==> config.mk <==
export PLATFORM = sky130hd
export DESIGN_NAME = button_press_ctrl
export DESIGN_NICKNAME = d
export VERILOG_FILES = /design/src/rtl/game_pkg.sv /design/src/rtl/button_detect.sv /design/src/rtl/button_press_ctrl.sv
export SDC_FILE = /design/constraint.sdc
export NUM_CORES = 1
export LEC_CHECK = 0
export ABC_AREA = 1
export ABC_CLOCK_PERIOD_IN_PS = 2200
export CAP_MARGIN = 20
export CORE_MARGIN = 1.5
export CORE_UTILIZATION = 35
export CTS_CLUSTER_DIAMETER = 150
export DETAILED_ROUTE_END_ITERATION = 10
export GPL_TIMING_DRIVEN = 0
export SETUP_SLACK_MARGIN = 0.1
export SYNTH_ARGS = -nofsm -noshare
export SYNTH_HDL_FRONTEND = slang
export SYNTH_SLANG_ARGS = --single-unit
==> constraint.sdc <==
create_clock -name Clk -period 2.2 [get_ports Clk]
set_input_delay 0.66 -clock Clk [delete_from_list [all_inputs] [get_ports Clk]]
set_output_delay 0.66 -clock Clk [all_outputs]
set_load 0.005 [all_outputs]
==> src/rtl/game_pkg.sv <==
// Shared button geometry and identifiers for the button press controller.
package game_pkg;

  localparam int unsigned BTN_W = 20;
  localparam int unsigned BTN_H = 10;

  localparam logic [9:0] PURPLE1_X = 10'd172;
  localparam logic [9:0] PURPLE1_Y = 10'd241;
  localparam logic [9:0] PURPLE2_X = 10'd520;
  localparam logic [9:0] PURPLE2_Y = 10'd178;
  localparam logic [9:0] YELLOW_X  = 10'd142;
  localparam logic [9:0] YELLOW_Y  = 10'd322;

  typedef enum logic [1:0] {
    PURPLE1,
    PURPLE2,
    YELLOW
  } button_id_t;

  function automatic logic [9:0] btn_x(button_id_t id);
    logic [9:0] x;
    case (id)
      PURPLE1: x = PURPLE1_X;
      PURPLE2: x = PURPLE2_X;
      default: x = YELLOW_X;
    endcase
    return x;
  endfunction

  function automatic logic [9:0] btn_y(button_id_t id);
    logic [9:0] y;
    case (id)
      PURPLE1: y = PURPLE1_Y;
      PURPLE2: y = PURPLE2_Y;
      default: y = YELLOW_Y;
    endcase
    return y;
  endfunction

endpackage

==> src/rtl/button_detect.sv <==
// Overlap test and per-frame hit filter for one button; the yellow button latches.
// Define BUTTON_DEBOUNCE_EN to require two agreeing frame edges before the hit changes.
module button_detect
  import game_pkg::*;
#(
  parameter int unsigned PLAYER_W = 20,
  parameter int unsigned PLAYER_H = 30,
  parameter button_id_t  BTN_ID   = PURPLE1
) (
  input  logic       clk_i,
  input  logic       rst_i,
  input  logic       frame_edge_i,
  input  logic [9:0] p1_x_i,
  input  logic [9:0] p1_y_i,
  input  logic [9:0] p2_x_i,
  input  logic [9:0] p2_y_i,
  output logic       hit_o
);

  localparam logic [10:0] BxLo   = {1'b0, btn_x(BTN_ID)};
  localparam logic [10:0] ByLo   = {1'b0, btn_y(BTN_ID)};
  localparam logic [10:0] BxHi   = BxLo + 11'(BTN_W);
  localparam logic [10:0] ByHi   = ByLo + 11'(BTN_H);
  localparam bit          Sticky = (BTN_ID == YELLOW);

  // 11-bit sums so a sprite near the 10-bit edge cannot wrap into a button.
  function automatic logic overlap(logic [9:0] x, logic [9:0] y);
    logic [10:0] xl, xh, yl, yh;
    xl = {1'b0, x};
    yl = {1'b0, y};
    xh = xl + 11'(PLAYER_W);
    yh = yl + 11'(PLAYER_H);
    return (xl < BxHi) && (BxLo < xh) && (yl < ByHi) && (ByLo < yh);
  endfunction

  logic raw;
  logic filt;
  logic hit_q, hit_d;

  assign raw = overlap(p1_x_i, p1_y_i) | overlap(p2_x_i, p2_y_i);

`ifdef BUTTON_DEBOUNCE_EN
  logic raw_q;

  always_ff @(posedge clk_i) begin
    if (rst_i) begin
      raw_q <= 1'b0;
    end else if (frame_edge_i) begin
      raw_q <= raw;
    end
  end

  assign filt = (raw == raw_q) ? raw : hit_q;
`else
  assign filt = raw;
`endif

  always_comb begin
    hit_d = hit_q;
    if (frame_edge_i) begin
      hit_d = Sticky ? (hit_q | filt) : filt;
    end
  end

  always_ff @(posedge clk_i) begin
    if (rst_i) begin
      hit_q <= 1'b0;
    end else begin
      hit_q <= hit_d;
    end
  end

  assign hit_o = hit_q;

endmodule

==> src/rtl/button_press_ctrl.sv <==
// Button press controller: per-frame button sampling and platform offset ramps.
// Optional BUTTON_DEBOUNCE_EN adds a two-frame hit filter inside button_detect.
module button_press_ctrl
  import game_pkg::*;
#(
  parameter int unsigned PLAYER_W     = 20,
  parameter int unsigned PLAYER_H     = 30,
  parameter int unsigned PLATFORM_MAX = 40
) (
  input  logic       Clk,
  input  logic       Reset,
  input  logic       frame_clk,
  input  logic [9:0] p1_x,
  input  logic [9:0] p1_y,
  input  logic [9:0] p2_x,
  input  logic [9:0] p2_y,
  output logic       is_button_purple_push1,
  output logic       is_button_purple_push2,
  output logic       is_button_push,
  output logic [5:0] purple_offset,
  output logic [5:0] yellow_offset
);

  localparam logic [5:0] OffMax = 6'(PLATFORM_MAX);

  logic       frame_q;
  logic       frame_edge;
  logic       purple1_q, purple2_q, yellow_q;
  logic [5:0] purple_off_q, purple_off_d;
  logic [5:0] yellow_off_q, yellow_off_d;

  assign frame_edge = frame_clk & ~frame_q;

  button_detect #(
    .PLAYER_W(PLAYER_W),
    .PLAYER_H(PLAYER_H),
    .BTN_ID  (PURPLE1)
  ) u_purple1 (
    .clk_i       (Clk),
    .rst_i       (Reset),
    .frame_edge_i(frame_edge),
    .p1_x_i      (p1_x),
    .p1_y_i      (p1_y),
    .p2_x_i      (p2_x),
    .p2_y_i      (p2_y),
    .hit_o       (purple1_q)
  );

  button_detect #(
    .PLAYER_W(PLAYER_W),
    .PLAYER_H(PLAYER_H),
    .BTN_ID  (PURPLE2)
  ) u_purple2 (
    .clk_i       (Clk),
    .rst_i       (Reset),
    .frame_edge_i(frame_edge),
    .p1_x_i      (p1_x),
    .p1_y_i      (p1_y),
    .p2_x_i      (p2_x),
    .p2_y_i      (p2_y),
    .hit_o       (purple2_q)
  );

  button_detect #(
    .PLAYER_W(PLAYER_W),
    .PLAYER_H(PLAYER_H),
    .BTN_ID  (YELLOW)
  ) u_yellow (
    .clk_i       (Clk),
    .rst_i       (Reset),
    .frame_edge_i(frame_edge),
    .p1_x_i      (p1_x),
    .p1_y_i      (p1_y),
    .p2_x_i      (p2_x),
    .p2_y_i      (p2_y),
    .hit_o       (yellow_q)
  );

  // Offsets read the push flops before this edge updates them: one frame of latency.
  always_comb begin
    purple_off_d = purple_off_q;
    yellow_off_d = yellow_off_q;
    if (frame_edge) begin
      if (purple1_q | purple2_q) begin
        if (purple_off_q < OffMax) purple_off_d = purple_off_q + 6'd1;
      end else if (purple_off_q != 6'd0) begin
        purple_off_d = purple_off_q - 6'd1;
      end
      if (yellow_q && (yellow_off_q < OffMax)) begin
        yellow_off_d = yellow_off_q + 6'd1;
      end
    end
  end

  always_ff @(posedge Clk) begin
    if (Reset) begin
      frame_q      <= 1'b0;
      purple_off_q <= 6'd0;
      yellow_off_q <= 6'd0;
    end else begin
      frame_q      <= frame_clk;
      purple_off_q <= purple_off_d;
      yellow_off_q <= yellow_off_d;
    end
  end

  assign is_button_purple_push1 = purple1_q;
  assign is_button_purple_push2 = purple2_q;
  assign is_button_push         = yellow_q;
  assign purple_offset          = purple_off_q;
  assign yellow_offset          = yellow_off_q;

endmodule

==> impl_metrics.csv, run 1 <==
group,metric,value,unit
logic_synthesis,synth-adder-area-share,5.86,%
logic_synthesis,synth.distinct_cells,37,
flow_run,drv_cap,0,
drt,ant_nets,0,
logic_synthesis,synth_top_flop_cell,"dfxtp_1",
logic_synthesis,ys_async_sr_fraction,0,%
logic_synthesis,synth_compound_area_share,11.8,%
drt,routedWlPerCell,10.6,um
finish,drive_gt1_share,12.3,%
timing,tightestPinTransition,0.475,ns
placed_design,portBuffers,55,
drt,dr.first_iter.drc_count,71,
grt,grtUsageTotal,16.7,%
timing,setup_viol,0,
logic_synthesis,synth_simple_gate_area_share,52.7,%
floorplanning,start_util,35.8,%
clock_network,cts_tree,"yes",
grt,antenna_found_initial,0,
placed_design,dpl_cell_area,2910,um2
clock_network,clock_path_buffers,2,
logic_synthesis,ys_ff_latch,16,
logic_synthesis,ys_top_cells_by_area,"nand2_1, dfxtp_1, inv_1",
timing,finalMaxSlewViolations,0,
logic_synthesis,synth_top_family_by_area,"simple AND/OR/NAND/NOR gates",
finish,area_growth,38.6,%
clock_network,h-tree-depth,1,
timing,fmax,513,MHz
worst_setup_path,critPathKind,"input pin to register",
logic_synthesis,ys_seq_area_share,14.2,%
finish,diodes,0,
drt,remaining_drc_errors,0,
placed_design,dpl_worst_slack,-0.271,ns
logic_synthesis,synth_warnings,0,
drt,viasPerCell,4.81,
timing,skew,0.00272,ns
finish,final_nets,526,
clock_network,root_buffer,"clkbuf_8",
logic_synthesis,syn_avg_cell_area,5.49,um2
placed_design,dp.cells,544,
clock_network,clkSinkCount,16,
floorplanning,pin_count,58,
timing,finalSetupTns,0,ns
drt,num_vias,2643,
logic_synthesis,synthTopCellsByCount,"nand2_1, inv_1, nor2_1",
timing,grt_setup_unrepaired,"false",
timing,hold_viol_final,0,
placed_design,gp_congestion,0.851,
clock_network,cts_buffers,3,
finish,finalNonFillerCells,549,
grt,grt.busiest_layer,"met2",
floorplanning,die_w,83.4,um
logic_synthesis,synth.most_common_cell,"nand2_1",
grt,grt_pass1_wl,10000,um
timing,finalHoldWorstSlack,0.496,ns
drt,drt-total-wl,5800,um
grt,grt_pass1_vias,2399,
timing,worst_slack,0.252,ns
logic_synthesis,syn_inst,412,
worst_setup_path,cp_data_required_time,2.35,ns
floorplanning,core-area,6310,um2
floorplanning,die-area,6950,um2
pwr,leakagePower,1.68,nW
finish,fin_util,49.7,%
timing,fin_crit_sh,88.5,%
clock_network,path_clk_slew,0.06,ns
timing,slew_headroom,68.3,%
grt,met2_usage,29.7,%
grt,grt-ovfl-total,0,
clock_network,postCtsHoldBufs,0,
logic_synthesis,yosysTopAreaCell,"nand2_1",
clock_network,insertion_delay,0.25,ns
worst_setup_path,endpoint_kind,"register",
finish,n_fill_cell,685,
worst_setup_path,crit_arrival,2.09,ns
timing,fin_crit,1.95,ns
logic_synthesis,yosysTopAreaCellShare,18.3,%
floorplanning,fp.dieH,83.4,um
pwr,power_density,397,nW/um2
logic_synthesis,synth.area.mux_share,0,%
drt,firstDrtPassIters,4,
finish,fin_area,3140,um2
grt,grtUsageMet3,2.49,%
grt,grt_max_degree,10,
logic_synthesis,synth_edf_count,0,
pwr,ir_drop,300,uV
worst_setup_path,cp-start-kind,"input pin",
worst_hold_path,hp-class,"register to register",
placed_design,dp_hpwl,4700,um
status,outcome,"complete, no violations",
logic_synthesis,synth_nets,465,
logic_synthesis,synth-xor-area-share,2.32,%
floorplanning,rows,29,
pwr,power,1.24,mW
logic_synthesis,syn_area,2260,um2
grt,met1_usage,21.5,%
worst_setup_path,path_max_fanout,8,
-- cell usage in the layout (no fill, tap or decap), drive strengths merged, types with 2 or more instances in the layout --
cell type / count
nand2: 118
inv: 75
nor2: 61
nand3: 43
clkdlybuf4s50: 30
dlymetal6s2s: 21
o21ai: 21
a21oi: 18
dfxtp: 16
nand4: 10
nor3: 9
ha: 9
nand3b: 5
xor2: 5
clkbuf: 5
a31oi: 4
dlygate4sd2: 4
buf: 3
or2: 2
nor4: 2
nor3b: 2
-- what timing repair did --
item	in CTS	in global routing
buffers inserted	0	1
setup endpoints to repair	3	4
resized for setup	12	45
cloned	0	0
pin swaps	2	5
-- state kept, by name, summed over array words and instances, names as in the netlist --
signal           flops
frame_q              1
purple_offset        6
u_purple1.hit_o      1
u_purple2.hit_o      1
u_yellow.hit_o       1
yellow_offset        6
-- metal layers --
metal	share of wire, %	wire length [um]
met4	0.86	50
met2	48	2780
met1	48	2790
met5	0	0
met3	3.0	175
-- cell type report --
cell class                 count  area [um2]  share of cell area, %
timing repair buffer          56         606                   19.3
clock buffer                   4        55.1                   1.76
inverter                      76         290                   9.26
multi-input combinational    317        1750                   55.9
sequential                    16         320                   10.2
buffer                         3        16.3                  0.519
tap                           77        96.3                   3.07
-- power by group --
group	total [mW]	switching, mW	internal (mW)
clock network	0.268	0.109	0.159
logic	0.622	0.336	0.286
registers	0.354	0.0363	0.318
-- final timing paths --
check / from / to / slack (ns) / cells past startpoint
min: u_yellow.hit_o / u_yellow.hit_o / 0.50 / 2
max: frame_clk / yellow_offset[4] / 0.25 / 8
min reg2reg: u_yellow.hit_o / u_yellow.hit_o / 0.50 / 2
max reg2reg: u_purple2.hit_o / purple_offset[5] / 0.30 / 12
-- worst max-delay path, cell delays in order --
cell	delay, ns
clkdlybuf4s50_1	0.46
inv_1	0.10
nor2_8	0.14
nand2_1	0.16
nor3_1	0.26
nand2_1	0.10
o21ai_0	0.15
a21oi_1	0.05
-- cell families (layout without fill, tap and decap cells) --
logic type / after synthesis / after routing
buffers and inverters: 79 / 139
adder cells (fa/ha/maj): 10 / 10
AO/OA/AOI/OAI: 48 / 48
AND/OR/NAND/NOR: 253 / 253
XOR/XNOR: 6 / 6
flip-flops: 16 / 16
Note: power is estimated with default switching activity, not from simulation.
==> inputs of run 2 (changes only) <==
--- a/config.mk
+++ b/config.mk
@@ -6,7 +6,6 @@
 export NUM_CORES = 1
 export LEC_CHECK = 0
 export ABC_AREA = 1
-export ABC_CLOCK_PERIOD_IN_PS = 2200
 export CAP_MARGIN = 20
 export CORE_MARGIN = 1.5
 export CORE_UTILIZATION = 35
==> results of run 2 <==
No change in the layout: final DEF, timing and power equal those of run 1.
==> inputs of run 3 (changes only) <==
--- a/config.mk
+++ b/config.mk
@@ -8,7 +8,7 @@
 export ABC_AREA = 1
 export CAP_MARGIN = 20
 export CORE_MARGIN = 1.5
-export CORE_UTILIZATION = 35
+export CORE_UTILIZATION = 30
 export CTS_CLUSTER_DIAMETER = 150
 export DETAILED_ROUTE_END_ITERATION = 10
 export GPL_TIMING_DRIVEN = 0
@@ -16,3 +16,4 @@
 export SYNTH_ARGS = -nofsm -noshare
 export SYNTH_HDL_FRONTEND = slang
 export SYNTH_SLANG_ARGS = --single-unit
+export TNS_END_PERCENT = 30
==> run 3 against run 2 <==
First-iteration DRC count grew 17%. Count of clock-buffer cells in the layout is the same. Sequential power is essentially flat. Cell count grew 4.4%. Critical endpoint is now u_yellow.hit_o. Critical path depth grew 3. Wire length shrank 0.59%. Die area grew 16%. Combinational power shrank 2%. Highest routed layer unchanged. Worst setup slack lost 0.029 ns. Via count grew 0.98%.
==> impl_metrics.csv, run 3 (synthesis results as in run 1) <==
group,metric,value,unit
clock_network,clock_path_buffers,2,
worst_setup_path,rrSetupSlack,0.26,ns
drt,ant_nets,0,
finish,area_growth,38.8,%
timing,skew,0.00150,ns
pwr,p_seq_share,28.9,%
finish,drive_gt1_share,11.4,%
clock_network,cts_tree,"yes",
grt,grt_pass1_wl,9490,um
timing,slew_headroom,68.6,%
timing,tightestPinTransition,0.471,ns
clock_network,root_buffer,"clkbuf_8",
floorplanning,core-area,7290,um2
drt,num_vias,2669,
worst_setup_path,r2r-start,"u_purple2.hit_o",
worst_setup_path,endpoint_kind,"register",
grt,grt_max_degree,10,
timing,fmax,506,MHz
placed_design,dp_hpwl,4780,um
flow_run,drv_cap,0,
pwr,p_sw,0.467,mW
grt,grt_pass1_vias,2327,
pwr,leakagePower,1.67,nW
finish,final_cell_mix,"nand2_1, inv_1, nor2_1",
drt,viasPerCell,4.66,
grt,grtUsageTotal,13.4,%
worst_hold_path,hold_depth,2,
timing,fin_crit,1.98,ns
pwr,power,1.22,mW
clock_network,clkSinkCount,16,
drt,wl_met1,2760,um
worst_setup_path,crit_arrival,2.16,ns
finish,finalNonFillerCells,573,
drt,top_layer,"met4",
worst_setup_path,worstRegToRegCells,12,
pwr,power_frac_clock,21.5,%
timing,fin_crit_sh,89.8,%
timing,grt_setup_unrepaired,"true",
placed_design,portBuffers,55,
drt,wl_met2,2810,um
pwr,ir_drop,216,uV
worst_hold_path,hp-class,"register to register",
worst_hold_path,holdPathEnd,"u_yellow.hit_o",
floorplanning,start_util,31.0,%
drt,firstDrtPassIters,4,
floorplanning,die_w,89.8,um
worst_setup_path,r2r-end,"purple_offset[5]",
pwr,sw_frac_of_total,38.1,%
finish,final_nets,528,
grt,grt-ovfl-total,0,
timing,setup_viol,0,
pwr,p_comb_share,49.6,%
placed_design,gp_congestion,0.809,
pwr,power_density,390,nW/um2
clock_network,postCtsHoldBufs,0,
drt,routedWlPerCell,10.1,um
placed_design,dpl_cell_area,2940,um2
worst_setup_path,path_max_fanout,6,
timing,finalHoldWorstSlack,0.508,ns
floorplanning,rows,31,
drt,drt-total-wl,5760,um
clock_network,cts_buffers,3,
worst_setup_path,critPathKind,"input pin to register",
clock_network,insertion_delay,0.25,ns
timing,hold_viol_final,0,
finish,fin_area,3140,um2
worst_hold_path,hold_start,"u_yellow.hit_o",
drt,dr.first_iter.drc_count,83,
finish,diodes,0,
grt,antenna_found_initial,0,
pwr,intPower,0.758,mW
timing,finalMaxSlewViolations,0,
clock_network,path_clk_slew,0.06,ns
drt,wl_met3,179,um
worst_setup_path,cp-start-kind,"input pin",
status,outcome,"complete, no violations",
floorplanning,pin_count,58,
floorplanning,fp.dieH,89.8,um
drt,remaining_drc_errors,0,
finish,mostFrequentLayoutCell,"nand2_1",
placed_design,dp.cells,566,
floorplanning,die-area,8070,um2
worst_setup_path,cp_data_required_time,2.39,ns
clock_network,h-tree-depth,1,
==> run 3: through the flow <==
| step | setup TNS (ns) | worst slack (ns) | util [%] |
|---|---|---|---|
| final | 0 | 0.223 | 43.1 |
| after global routing | 0 | 0.0584 | 43.1 |
| after CTS | 0 | 0.0906 | 41.4 |
| after detailed placement | -0.857 | -0.294 | 40.3 |
| after global placement | -0.785 | -0.256 | 40.3 |
| after floorplan | 0 | 0.399 | - |
==> run 3: critical path: stages <==
cell and delay (ns):
clkdlybuf4s50_1 0.56, nand2_1 0.09, nor2_1 0.11, nand2_2 0.08, nand2_1 0.13, nand3_1 0.09
nor2_1 0.10, nand3_1 0.09, nand2_1 0.07, nand2_1 0.06, a21oi_2 0.11
==> run 3: routing by layer <==
metal  up-vias  global-route usage (%)
li1       1435                       -
met5         -                       0
met1      1192                    17.2
met4         0                    1.19
met3         2                    2.20
met2        40                    24.5
==> run 3: cell type report <==
class,count,area (um2)
Multi-Input combinational cell,317,1730
Buffer,3,13.8
Tap cell,99,124
Timing Repair Buffer,58,611
Sequential cell,16,320
Fill cell,808,4150
Inverter,76,285
Clock buffer,4,55.1
==> run 3: power groups by stage <==
stage,Sequential [mW],Clock [mW],Combinational (mW)
2_1_floorplan,0.355,0,0.361
3_3_place_gp,0.359,0,0.573
3_5_place_dp,0.360,0,0.585
4_1_cts,0.354,0.272,0.589
5_1_grt,0.361,0.283,0.682
6_report,0.354,0.263,0.607
==> run 3: worst max path at each step <==
stage          slack (ns)             from  cells past startpoint                to
3_3_place_gp        -0.26          p1_x[2]                     13    u_yellow.hit_o
5_1_grt              0.06          p2_y[6]                     11    u_yellow.hit_o
2_1_floorplan        0.40  u_purple2.hit_o                     12  purple_offset[5]
6_report             0.22          p2_y[6]                     11    u_yellow.hit_o
4_1_cts              0.09          p1_x[7]                     12    u_yellow.hit_o
3_5_place_dp        -0.29          p1_x[2]                     13    u_yellow.hit_o
==> run 3: repair_timing <==
item,CTS,global route
gates cloned,0,0
pin swaps,3,4
gates resized for setup,14,31
setup buffers,0,3
setup endpoints to repair,3,4
